`config.mk`:
```
export PLATFORM = sky130hd
export DESIGN_NAME = sockit_spi_slave
export DESIGN_NICKNAME = d
export VERILOG_FILES = /design/src/rtl/sockit_spi_slave.sv
export SDC_FILE = /design/constraint.sdc
export NUM_CORES = 1
export LEC_CHECK = 0
export ABC_AREA = 1
export CORE_UTILIZATION = 53
export CTS_CLUSTER_SIZE = 30
export DETAILED_ROUTE_END_ITERATION = 8
export HOLD_SLACK_MARGIN = 0.08
export PLACE_DENSITY = 0.78
export SLEW_MARGIN = 20
export SYNTH_ARGS = -nofsm -noshare
export SYNTH_HDL_FRONTEND = slang
export SYNTH_SLANG_ARGS = --single-unit
```
`constraint.sdc`:
```
create_clock -name clk -period 2 [get_ports clk]
set_clock_uncertainty 0.05 [all_clocks]
set_input_delay 0.2 -clock clk [delete_from_list [all_inputs] [get_ports clk]]
set_output_delay 0.2 -clock clk [all_outputs]
set_load 0.01 [all_outputs]
```
`src/rtl/sockit_spi_slave.sv`:
```
// SPI slave for 8-bit single-IO frames, oversampling the bus pins in the clk domain.
// Receives MOSI into rx_dat/rx_vld and serialises the tx_dat/tx_vld stream onto MISO.
module sockit_spi_slave #(
  parameter int SDW = 8,
  parameter int SDL = 3,
  parameter int SYN = 2
) (
  input  logic           clk,
  input  logic           rst,
  input  logic           cfg_pol,
  input  logic           cfg_pha,
  input  logic           cfg_dir,
  input  logic           spi_sclk,
  input  logic           spi_ss_n,
  input  logic           spi_mosi,
  output logic           spi_miso,
  output logic           spi_miso_oe,
  input  logic [SDW-1:0] tx_dat,
  input  logic           tx_vld,
  output logic           tx_rdy,
  output logic [SDW-1:0] rx_dat,
  output logic           rx_vld,
  input  logic           rx_rdy,
  output logic           sts_act,
  output logic           sts_unf,
  output logic           sts_ovf
);

  logic [SYN-1:0] sclk_sync, ss_sync, mosi_sync;
  logic           s_sclk, s_ss, s_mosi;
  logic           sclk_d, ss_d;
  logic           live, armed;
  logic           pol_q, pha_q, dir_q;
  logic [SDW-1:0] rx_sh, tx_sh, rx_next;
  logic [SDL-1:0] rx_cnt, tx_cnt;
  logic           sel_on, sel_off, edge_ok, lead, trail, smp, sft;
  logic           rx_done, load, load_dir;

  assign s_sclk = sclk_sync[SYN-1];
  assign s_ss   = ss_sync[SYN-1];
  assign s_mosi = mosi_sync[SYN-1];

  // armed guards against treating a select held low across reset as a new assert
  assign sel_on  = armed & ss_d & ~s_ss & ~sts_act;
  assign sel_off = sts_act & s_ss;
  assign edge_ok = sts_act & ~s_ss;
  assign lead    = edge_ok & (sclk_d == pol_q) & (s_sclk != pol_q);
  assign trail   = edge_ok & (sclk_d != pol_q) & (s_sclk == pol_q);
  assign smp     = pha_q ? trail : lead;
  assign sft     = pha_q ? lead : trail;

  assign rx_next = dir_q ? {rx_sh[SDW-2:0], s_mosi} : {s_mosi, rx_sh[SDW-1:1]};
  assign rx_done = smp & (rx_cnt == SDL'(SDW-1));

  // pha=0 preloads at select assert and reloads after the last shift; pha=1 loads on the first shift
  assign load     = ~rst & ((sel_on & ~cfg_pha) |
                            (sft & (tx_cnt == (pha_q ? '0 : SDL'(SDW-1)))));
  assign load_dir = sel_on ? cfg_dir : dir_q;
  assign tx_rdy   = load & tx_vld;

  always_ff @(posedge clk) begin
    if (rst) begin
      sclk_sync   <= '0;
      ss_sync     <= '1;
      mosi_sync   <= '1;
      sclk_d      <= 1'b0;
      ss_d        <= 1'b1;
      live        <= 1'b0;
      armed       <= 1'b0;
      pol_q       <= 1'b0;
      pha_q       <= 1'b0;
      dir_q       <= 1'b0;
      rx_sh       <= '0;
      tx_sh       <= '1;
      rx_cnt      <= '0;
      tx_cnt      <= '0;
      rx_dat      <= '0;
      rx_vld      <= 1'b0;
      spi_miso    <= 1'b1;
      spi_miso_oe <= 1'b0;
      sts_act     <= 1'b0;
      sts_unf     <= 1'b0;
      sts_ovf     <= 1'b0;
    end else begin
      sclk_sync <= {sclk_sync[SYN-2:0], spi_sclk};
      ss_sync   <= {ss_sync[SYN-2:0], spi_ss_n};
      mosi_sync <= {mosi_sync[SYN-2:0], spi_mosi};
      sclk_d    <= s_sclk;
      ss_d      <= s_ss;
      live      <= 1'b1;
      if (live & ss_sync[0]) armed <= 1'b1;
      sts_unf   <= 1'b0;
      sts_ovf   <= 1'b0;

      if (sel_on) begin
        sts_act     <= 1'b1;
        spi_miso_oe <= 1'b1;
        pol_q       <= cfg_pol;
        pha_q       <= cfg_pha;
        dir_q       <= cfg_dir;
        rx_cnt      <= '0;
        tx_cnt      <= '0;
      end
      if (sel_off) begin
        sts_act     <= 1'b0;
        spi_miso_oe <= 1'b0;
        spi_miso    <= 1'b1;
        rx_cnt      <= '0;
        tx_cnt      <= '0;
      end

      if (smp) begin
        rx_sh  <= rx_next;
        rx_cnt <= rx_cnt + 1'b1;
      end
      if (rx_done) begin
        if (~rx_vld | rx_rdy) begin
          rx_dat <= rx_next;
          rx_vld <= 1'b1;
        end else begin
          sts_ovf <= 1'b1;
        end
      end else if (rx_vld & rx_rdy) begin
        rx_vld <= 1'b0;
      end

      if (load) begin
        tx_sh    <= tx_vld ? tx_dat : '1;
        spi_miso <= tx_vld ? (load_dir ? tx_dat[SDW-1] : tx_dat[0]) : 1'b1;
        sts_unf  <= ~tx_vld;
      end else if (sft) begin
        if (dir_q) begin
          tx_sh    <= {tx_sh[SDW-2:0], 1'b1};
          spi_miso <= tx_sh[SDW-2];
        end else begin
          tx_sh    <= {1'b1, tx_sh[SDW-1:1]};
          spi_miso <= tx_sh[1];
        end
      end
      if (sft) tx_cnt <= tx_cnt + 1'b1;
    end
  end

endmodule

```
==> impl_metrics.py <==
metrics = {
    "run_status": {
        "status": "completed",
    },
    "yosys": {
        "synth_edf_count": 0,
        "synth_seq_area_share": 0.4361,
        "synth_ff_type": "dfxtp_1",
        "synth_seq_cells": 48,
        "yosysTopAreaCell": "dfxtp_1",
        "synth_top_area_frac": 0.4361,
        "synth.net_count": 317,
        "ys_warn_count": 0,
        "syn_inst": 296,
        "yosys-top-cells-area": "dfxtp_1 (44%), nand2_1 (12%), a21oi_1 (6.8%)",
        "synth_area_per_cell_um2": 7.444,
        "ys_types": 28,
        "synthesis.area_um2": 2203,
        "synthArstFlopShare": 0,
    },
    "clocking": {
        "cts_sinks": 48,
        "cts_hold_buf": 0,
        "h-tree-depth": 2,
        "cts_tree": "done",
        "cts_root_buf": "clkbuf_8",
        "cts_buffer_depth": 2,
        "clk_pin_slew_ps": 80,
        "clk_latency_ps": 300,
        "cts_made_buffers": 5,
    },
    "setup_path": {
        "cpLargestDelayFamily": "simple AND/OR/NAND/NOR gates",
        "crit_end": "tx_rdy",
        "max_stage_delay_ps": 360,
        "crit_required_ps": 1750,
        "path_buf_inv": 2,
        "cp_num_cells": 10,
        "crit_fanout": 5,
        "start_kind": "register",
        "timing.rr.start": "pol_q$_SDFFE_PP0N_",
        "rrSetupSlack_ps": 330,
        "worstPathCellList": "inv_2 > nand2_1 > nand2_1 > nand3_1 > nand2_1 > nand3_2 > nand2_4 > nand2_2 > nor2_1 > clkbuf_2",
        "crit_path_end_kind": "output port",
        "cp_common_cell": "nand2_1",
        "critPathArrivalTime_ps": 1540,
        "ff2ff_path_depth": 10,
        "r2r-end": "rx_dat[4]$_SDFFE_PP0P_",
        "critPathKind": "register to output port",
        "cp-startpoint": "pol_q$_SDFFE_PP0N_",
        "cpMaxStageDelayCell": "dfxtp_1",
    },
    "sta": {
        "fin_crit_sh": 0.8931,
        "tns_ps": 0,
        "maxClockFrequency_mhz": 559.9,
        "hold_viol": 0,
        "setup_viol": 0,
        "post-route-min-period_ps": 1786,
        "finalMaxSlewViolations": 0,
        "rsz0062_at_grt": "false",
        "worst_slew_pin_slew_ps": 395.3,
        "slew_headroom": 0.7355,
    },
    "grt": {
        "track_usage": 0.2240,
        "grt_remaining_overflow": 0,
        "antenna_found_initial": 0,
        "grt_max_degree": 32,
        "grt_pass1_wl_um": 7590,
        "grt_pass1_vias": 1788,
    },
    "routing": {
        "drt_wl_total_um": 4340,
        "wl_per_cell_um": 11.36,
        "drt_iter0_drc": 136,
        "postRouteAntennaNets": 0,
        "via_count": 1949,
        "viasPerCell": 5.102,
        "drt_pass1_iterations": 4,
        "drc": 0,
    },
    "floorplanning": {
        "die_width_um": 66.48,
        "core-area_um2": 4000,
        "num_io_pins": 33,
        "dieHeight_um": 66.48,
        "num_rows": 23,
        "die-area_um2": 4419,
        "initial_utilization": 0.5508,
    },
    "worst_hold_path": {
        "worst_hold_path_type": "register to register",
    },
    "power": {
        "pwr-share-clk": 0.342,
        "p_sw_mw": 0.4005,
        "pwr-share-comb": 0.084,
        "power.internal_mw": 1.329,
        "p_per_area_nw_per_um2": 647.9,
        "power_leakage_nw": 1.094,
        "seqPwrFrac": 0.574,
        "switching_share": 0.2316,
        "vdd_drop_max_uv": 470.7,
    },
    "cells_and_area": {
        "syn_to_final_growth_pct": 21.12,
        "fin_util": 0.6672,
        "layout.nets": 352,
        "final_common_cell": "nand2_1",
        "multi_input_area_um2": 1052,
        "seq_area_um2": 960.9,
        "drive_gt1_frac": 0.1235,
        "num_antenna_cells": 0,
        "fillCellCount": 371,
        "mostFrequentLayoutCells": "nand2_1 (72), dfxtp_1 (48), clkdlybuf4s50_1 (31), a21oi_1 (30), inv_1 (28)",
    },
    "place": {
        "io_buffers": 32,
        "place_hpwl_um": 3073,
        "gp_congestion": 0.8185,
    },
    "flow_run": {
        "maxCapViolations": 0,
    },
}
-- cell families after synthesis --
logic type               share of synthesized area
AO/OA/AOI/OAI                               0.1573
adder cells (fa/ha/maj)                    0.01704
buffers and inverters                      0.08631
flip-flops                                  0.4361
multiplexers                               0.02726
AND/OR/NAND/NOR                             0.2760
-- synth_stat cells, types with 2 or more instances --
cell      number
a21oi_1       30
or2_2          4
nor2_1        20
nand4_1        9
mux2i_1        6
nor3_1         2
o21ai_2        8
nand3_1       17
nor2_4         2
clkbuf_1       7
ha_1           3
inv_1         28
inv_2          3
dfxtp_1       48
nand3_2        2
nand2_2        3
nand2_1       72
buf_4          3
o21ai_0       19
buf_2          2
-- state kept, by name (all words and copies together) (netlist names), 2 cells and up --
signal	count
tx_sh	8
ss_sync	2
rx_sh	8
rx_dat	8
tx_cnt	3
mosi_sync	2
rx_cnt	3
sclk_sync	2
-- metal layers --
layer	vias up	track usage	share of wire
li1	1030	-	-
met1	873	0.2774	0.46
met2	41	0.3801	0.49
met3	5	0.05137	0.033
met4	0	0.07447	0.012
met5	-	0	0
-- how the worst min path moves through the flow --
stage | from | depth (start not counted) | end
floorplan | spi_mosi | 1 | mosi_sync[0]$_SDFF_PP1_
global placement | sclk_sync[0]$_SDFF_PP0_ | 2 | sclk_sync[1]$_SDFF_PP0_
detailed placement | sclk_sync[0]$_SDFF_PP0_ | 2 | sclk_sync[1]$_SDFF_PP0_
CTS | spi_sclk | 3 | sclk_sync[0]$_SDFF_PP0_
global route | spi_sclk | 3 | sclk_sync[0]$_SDFF_PP0_
finish | sclk_sync[0]$_SDFF_PP0_ | 2 | sclk_sync[1]$_SDFF_PP0_
-- power by group through the flow --
stage	Sequential, mW	Clock [mW]	Combinational [mW]
2_1_floorplan	1.01	0	0.0878
3_3_place_gp	1.02	0	0.143
3_5_place_dp	1.02	0	0.146
4_1_cts	0.994	0.607	0.146
5_1_grt	0.997	0.640	0.164
6_report	0.993	0.591	0.145
-- stage by stage --
stage                     hold WS [ps]  instance area (um2)  std cells  power, mW  setup slack, ps
after floorplan                  253.8                 2203        296      1.100            410.8
after global placement           341.5                 2584        374      1.158            143.8
after detailed placement         348.0                 2584        374      1.162            130.0
after CTS                        355.5                 2673        382      1.747            82.11
after global routing             384.5                 2669        382      1.802            70.70
final                            355.3                 2669        382      1.729            213.9
-- worst register-to-register path: stages (launching register included) --
cell	delay, ps
dfxtp_1	360
inv_2	100
nand2_1	60
nand2_1	50
nand3_1	90
nand2_1	80
nand2_2	190
nor2_4	270
nand2_2	150
nand2_1	100
a21oi_1	50
-- layout make-up --
cell class                 count  share of cell area
inverter                      32             0.04501
tap                           50             0.02344
timing repair buffer          41              0.1435
sequential                    48              0.3601
clock buffer                   8             0.03376
multi-input combinational    203              0.3943
-- repair_timing --
action	in CTS	in global routing
gates resized for setup	1	2
endpoints found under the hold margin	0	0
setup endpoints to repair	1	1
setup buffers	0	0
Note: power is estimated with default switching activity, not from simulation.
